--- src/rtl/stress_trend_pkg.sv ---
// rtl/stress_trend_pkg.sv - shared constants and the calm-combine helper for stress_trend
package stress_trend_pkg;

  localparam logic MODE_ANY = 1'b0;
  localparam logic MODE_ALL = 1'b1;
  localparam int   CNT_W    = 4;

  // Inputs are zero-padded to 8 channels; padded lanes have en=0 so they never vote.
  function automatic logic combine_calm(input logic [7:0] calm, input logic [7:0] en,
                                        input logic mode);
    if (en == 8'd0) return 1'b0;
    if (mode == MODE_ALL) return &(calm | ~en);
    return |(calm & en);
  endfunction

endpackage

--- src/rtl/stress_trend_chan.sv ---
// rtl/stress_trend_chan.sv - per-channel coarse-level trend tracker with saturating fall counter
module stress_trend_chan
  import stress_trend_pkg::*;
#(
  parameter int W     = 8,
  parameter int QBITS = 3,
  parameter int HOLD  = 2
) (
  input  logic         clk,
  input  logic         r,
  input  logic         valid,
  input  logic         en,
  input  logic [W-1:0] sample,
  output logic         calm
);

  logic [QBITS-1:0] q;
  logic [QBITS-1:0] prev_q, prev_d;
  logic [CNT_W-1:0] cnt_q, cnt_d;
  logic             primed_q, primed_d;

  assign q = sample[W-1 -: QBITS];

  always_comb begin
    prev_d   = prev_q;
    cnt_d    = cnt_q;
    primed_d = primed_q;
    if (valid && en) begin
      prev_d   = q;
      primed_d = 1'b1;
      // The first sample only establishes a reference level.
      if (!primed_q) begin
        cnt_d = cnt_q;
      end else if (q < prev_q) begin
        cnt_d = (cnt_q >= CNT_W'(HOLD)) ? CNT_W'(HOLD) : cnt_q + CNT_W'(1);
      end else begin
        cnt_d = '0;
      end
    end
  end

  always_ff @(posedge clk) begin
    if (!r) begin
      prev_q   <= '0;
      cnt_q    <= '0;
      primed_q <= 1'b0;
    end else begin
      prev_q   <= prev_d;
      cnt_q    <= cnt_d;
      primed_q <= primed_d;
    end
  end

  assign calm = (cnt_q == CNT_W'(HOLD)) && en;

endmodule

--- src/rtl/stress_trend.sv ---
// rtl/stress_trend.sv - multi-channel stress-decreasing detector with ANY/ALL combine and rise pulse
module stress_trend
  import stress_trend_pkg::*;
#(
  parameter int NCH   = 2,
  parameter int W     = 8,
  parameter int QBITS = 3,
  parameter int HOLD  = 2
) (
  input  logic             clk,
  input  logic             r,
  input  logic             smp_valid,
  input  logic [NCH*W-1:0] smp_data,
  input  logic [NCH-1:0]   ch_en,
  input  logic             mode_all,
  output logic             stress_low,
  output logic             stress_pulse,
  output logic [NCH-1:0]   ch_calm
);

  logic [NCH-1:0] calm_w;
  logic [NCH-1:0] ch_calm_q, ch_calm_d;
  logic           low_q, low_d;
  logic           pulse_q, pulse_d;

  for (genvar i = 0; i < NCH; i++) begin : g_chan
    stress_trend_chan #(
      .W    (W),
      .QBITS(QBITS),
      .HOLD (HOLD)
    ) u_chan (
      .clk   (clk),
      .r     (r),
      .valid (smp_valid),
      .en    (ch_en[i]),
      .sample(smp_data[i*W +: W]),
      .calm  (calm_w[i])
    );
  end

  // Combine is re-evaluated every cycle so mask/mode changes apply without a new sample.
  always_comb begin
    ch_calm_d = calm_w;
    low_d     = combine_calm(8'(calm_w), 8'(ch_en), mode_all);
    pulse_d   = low_d && !low_q;
  end

  always_ff @(posedge clk) begin
    if (!r) begin
      ch_calm_q <= '0;
      low_q     <= 1'b0;
      pulse_q   <= 1'b0;
    end else begin
      ch_calm_q <= ch_calm_d;
      low_q     <= low_d;
      pulse_q   <= pulse_d;
    end
  end

  assign ch_calm      = ch_calm_q;
  assign stress_low   = low_q;
  assign stress_pulse = pulse_q;

endmodule

--- config.mk ---
export PLATFORM = sky130hd
export DESIGN_NAME = stress_trend
export DESIGN_NICKNAME = d
export VERILOG_FILES = /design/src/rtl/stress_trend_pkg.sv /design/src/rtl/stress_trend_chan.sv /design/src/rtl/stress_trend.sv
export SDC_FILE = /design/constraint.sdc
export NUM_CORES = 1
export LEC_CHECK = 0
export CAP_MARGIN = 20
export CORE_UTILIZATION = 30
export CTS_CLUSTER_SIZE = 25
export DETAILED_ROUTE_END_ITERATION = 7
export SLEW_MARGIN = 20
export SYNTH_ARGS = -nofsm -noshare
export SYNTH_HDL_FRONTEND = slang
export SYNTH_HIERARCHICAL = 1
export SYNTH_SLANG_ARGS = --single-unit
--- constraint.sdc ---
create_clock -name clk -period 3.7 [get_ports clk]
set_input_delay 0.555 -clock clk [delete_from_list [all_inputs] [get_ports clk]]
set_output_delay 0.555 -clock clk [all_outputs]
set_load 0.01 [all_outputs]
=== After elaboration in Yosys (flattened, before gate mapping) ===
Cells that the tools add are included.
Widths: inputs -> output; s select.

* Reductions and logical operators: 11
* Equality and inequality tests: 2
* Multiplexer cells: 11
* Bitwise logic cells: 3
* $lt $le $gt $ge: 4
* Add/subtract/negate cells: 2

{| class="wikitable"
|+ Operators by type and width
! operator !! count
|-
| $mux 4 || 4
|-
| $add 4x1->4 const B || 2
|-
| $eq 4x2->1 const B || 2
|-
| $ge 4x2->1 const B || 2
|-
| $not 2->8 || 1
|-
| $or 2x8->8 || 1
|-
| $reduce_and 8->1 || 1
|-
| $reduce_or 8->1 || 1
|-
| $mux 1 || 7
|-
| $lt 3x3->1 || 2
|-
| $logic_and 1x1->1 || 5
|-
| $reduce_and 2->1 || 2
|-
| $and 2x2->2 || 1
|-
| $logic_not 2->1 || 1
|-
| $logic_not 1->1 || 1
|}

* Word-level logic and storage cells: 42
* Bits of input ports: 22
* Register bits: 20

=== Logic depth before layout (Yosys ltp) ===
* Depth after elaboration: 8
* Gate-level depth with buffers: 7
* Depth with buffers taken out: 7

=== Modules after synthesis ===
Netlist, hierarchy kept.

{| class="wikitable"
|+ By module, submodules not included
! module !! times used !! cells each !! area each (sq um) !! seq. area each (sq um)
|-
| stress_trend_chan || 2 || 46 || 430.4 || 160.2
|-
| stress_trend || 1 || 14 || 148.9 || 80.1
|}

=== Worst setup path before layout ===
OpenSTA, ideal clock, no wires.

* Kind: input -> register
* From: input smp_data[15]
* To: register g_chan[1].u_chan.cnt_q[1]
* Library setup time: 101 ps
* Stages: 4
* Required time: 3599 ps
* Arrival time: 1354 ps
* Slack: 2245 ps
* Cells stage by stage: ha_1 a21oi_1 o21ai_2 o41ai_1

* Longest elaborated chain between the ends: 2

{| class="wikitable"
|+ Ends and longest elaborated chain
! what !! RTL line !! RTL
|-
| start, declared || stress_trend.sv:13 || <nowiki>input logic [NCH*W-1:0] smp_data,</nowiki>
|-
| $lt 3x3->1 || stress_trend_chan.sv:34 || <nowiki>end else if (q < prev_q) begin</nowiki>
|-
| $mux 4 || stress_trend_chan.sv:34 ||
|-
| end signal, assigned || stress_trend_chan.sv:49 || <nowiki>cnt_q <= cnt_d;</nowiki>
|-
| end, declared || stress_trend_chan.sv:19 || <nowiki>logic [CNT_W-1:0] cnt_q, cnt_d;</nowiki>
|}

No other way between the ends.
A chain may end at the register's enable or synchronous reset.

=== Worst setup path in the final report ===
* From: input smp_valid
* To: register g_chan[1].u_chan.cnt_q[0]

* Longest elaborated chain between the ends: 2

{| class="wikitable"
|+ Ends and longest elaborated chain
! what !! RTL line !! RTL
|-
| start, declared || stress_trend.sv:12 || <nowiki>input logic smp_valid,</nowiki>
|-
| $logic_and 1x1->1 || stress_trend_chan.sv:28 || <nowiki>if (valid && en) begin</nowiki>
|-
| $reduce_and 2->1 (no source line) || - ||
|}

No other way between the ends.

==> out/qor.yml <==
multiInputGateArea_um2: 579.3
hold_slack_ns: 0.4588
cap_violations: 0
path_max_fanout: 12
track_usage_pct: 11.45
grt_max_degree: 17
fmax_mhz: 568.7
antenna_found_initial: 0
grt_overflow: 0
rrSetupSlack_ns: 2.30
stdcell_area_mm2: 0.001267
clkSinkCount: 20
status: "completed"
clk_latency_ns: 0.30
hold_class: "reg -> reg"
ff2ff_path_depth: 6
routed_via_density: 4.627
areaGrowthSynthToFinish_pct: 25.53
synth_area_leader_cell: "dfxtp_1"
dr_total_vias: 782
dpl_cell_area_mm2: 0.001215
min_period_ns: 1.758
rsz0062_at_grt: "no"
grt_pass1_vias: 762
grt_pass1_wl_um: 3084
powerDensity_mw_per_mm2: 354.8
p_leak_nw: 0.4996
fin_crit_sh_pct: 47.52
worstMarginPinSlew_ns: 0.5594
synth_area_mm2: 0.001010
finalPower_uw: 449.7
synth_nets: 136
fill_cells: 311
post-cts-setup-buffers: 0
synth_seq_cells: 20
drt_wl_total_um: 1756
fin_nets: 156
critPathArrivalTime_ns: 1.98
cts_tree: "yes"
coreArea_mm2: 0.003128
ys_types: 22
htree_levels: 1
ys_top_cells_by_area: "dfxtp_1 (40%), ha_1 (9.9%), nand3_1 (5.9%)"
crit_type: "in -> reg"
io_buffers: 15
wire_per_inst_um: 10.39
cts_buffer_depth: 2
die_height_um: 60.02
syn-instance-count: 106
finClkSkew_ns: 0.005614
whs_path_depth: 2
initial_core_util_pct: 32.28
dp_hpwl_um: 1339
antenna_cells: 0
ant_nets: 0
rows: 20
worstPathRequired_ns: 3.92
drtIter0Drc: 19
synthArstFlopShare_pct: 0
cts_resized: 0
drive_gt1_share_pct: 15.20
fin_tns_setup_ns: 0
drc: 0
vdd.ir_drop.worst_mv: 0.2196
drv_slew: 0
maxSlewHeadroom_pct: 62.59
cts_buffers: 3
pin_count: 26
path_clk_slew_ns: 0.12
setup.worst_path.start_class: "primary input"
gp_congestion: 0.8062
synthFlopType: "dfxtp_1"
syn_area_per_cell_um2: 9.526
end_kind: "register"
synth_edf_count: 0
die-area_mm2: 0.003602
regArea_um2: 400.4
die_w_um: 60.02
cts_root_buf: "clkbuf_4"
synth_top_area_share_pct: 39.65
yosysSeqAreaShare_pct: 39.65
hold_viol: 0
hold_buffers: 0
firstDrtPassIters: 4
ys_warn_count: 6
setup_viol_count_final: 0
## Yosys cell counts (2+ instances only)
cell type	instances
a21oi_1	11
and2_1	4
and2b_1	2
and3_2	2
dfxtp_1	20
ha_1	8
inv_1	8
nand2_1	16
nand2b_4	2
nand3_1	12
nand3_4	2
nor2_1	2
nor3_1	2
nor4_4	2
o21ai_2	3
o31ai_1	2
o41ai_1	2
o41ai_2	2
## worst max-delay path: stages
cell,delay (ns)
clkdlybuf4s50_1,0.82
nand3_4,0.16
nand2b_4,0.18
o41ai_2,0.26
## through the flow
| step | instances | worst slack (ns) | utilization [%] |
|---|---|---|---|
| 4_1_cts | 169 | 1.940 | 40.52 |
| 2_1_floorplan | 106 | 2.245 | - |
| 6_report | 169 | 1.942 | 40.52 |
| 3_3_place_gp | 165 | 1.624 | 38.84 |
| 3_5_place_dp | 165 | 1.611 | 38.84 |
| 5_1_grt | 169 | 1.799 | 40.52 |
## logic make-up after synthesis
logic type | share of synthesized area, %
AOI/OAI and AO/OA | 16.36
adders and majority gates | 9.914
buffers and inverters | 2.974
DFF | 39.65
and+or+nand+nor | 31.10
## layer usage
metal,global-route usage [%],wire length (um)
met1,13.52,882
met2,19.05,796
met3,4.545,62
met4,3.322,14
met5,0,0
## registers in the layout, indices dropped and copies added, names as in the netlist
signal and count:
stress_pulse 1, stress_low 1, g_chan.u_chan/prev_q 6, ch_calm 2, g_chan.u_chan/cnt_q 8, g_chan.u_chan/primed_q 2
## cell usage in the layout, fill, tap and decap left out, drive strengths merged
cell,count
clkbuf,3
nand3,14
and2b,2
clkdlybuf4s50,15
inv,8
nand2,16
nor3,2
or2b,1
nor4,2
nor2,2
and2,5
dfxtp,20
ha,8
and3,2
bufinv,1
o21ai,3
a21boi,2
a21oi,11
nand2b,2
o41ai,4
o31ai,2
## final timing paths
kind	from	end
min	g_chan[1].u_chan/prev_q[0]	g_chan[1].u_chan/prev_q[0]
max reg2reg	g_chan[0].u_chan/cnt_q[1]	stress_pulse
max	smp_valid	g_chan[1].u_chan/cnt_q[0]
min reg2reg	g_chan[1].u_chan/prev_q[0]	g_chan[1].u_chan/prev_q[0]
## layout make-up
class	count	share of cell area [%]
tap	44	4.344
sequential	20	31.59
multi-input combinational	78	45.71
inverter	8	2.369
clock buffer	3	1.777
clock inverter	1	2.369
timing repair buffer	15	11.85
## power breakdown
| group | internal (mW) | switching, mW |
|---|---|---|
| Combinational | 0.0221 | 0.0256 |
| Sequential | 0.220 | 0.00318 |
| Clock | 0.110 | 0.0692 |
Power figures use the tool's default switching activity.
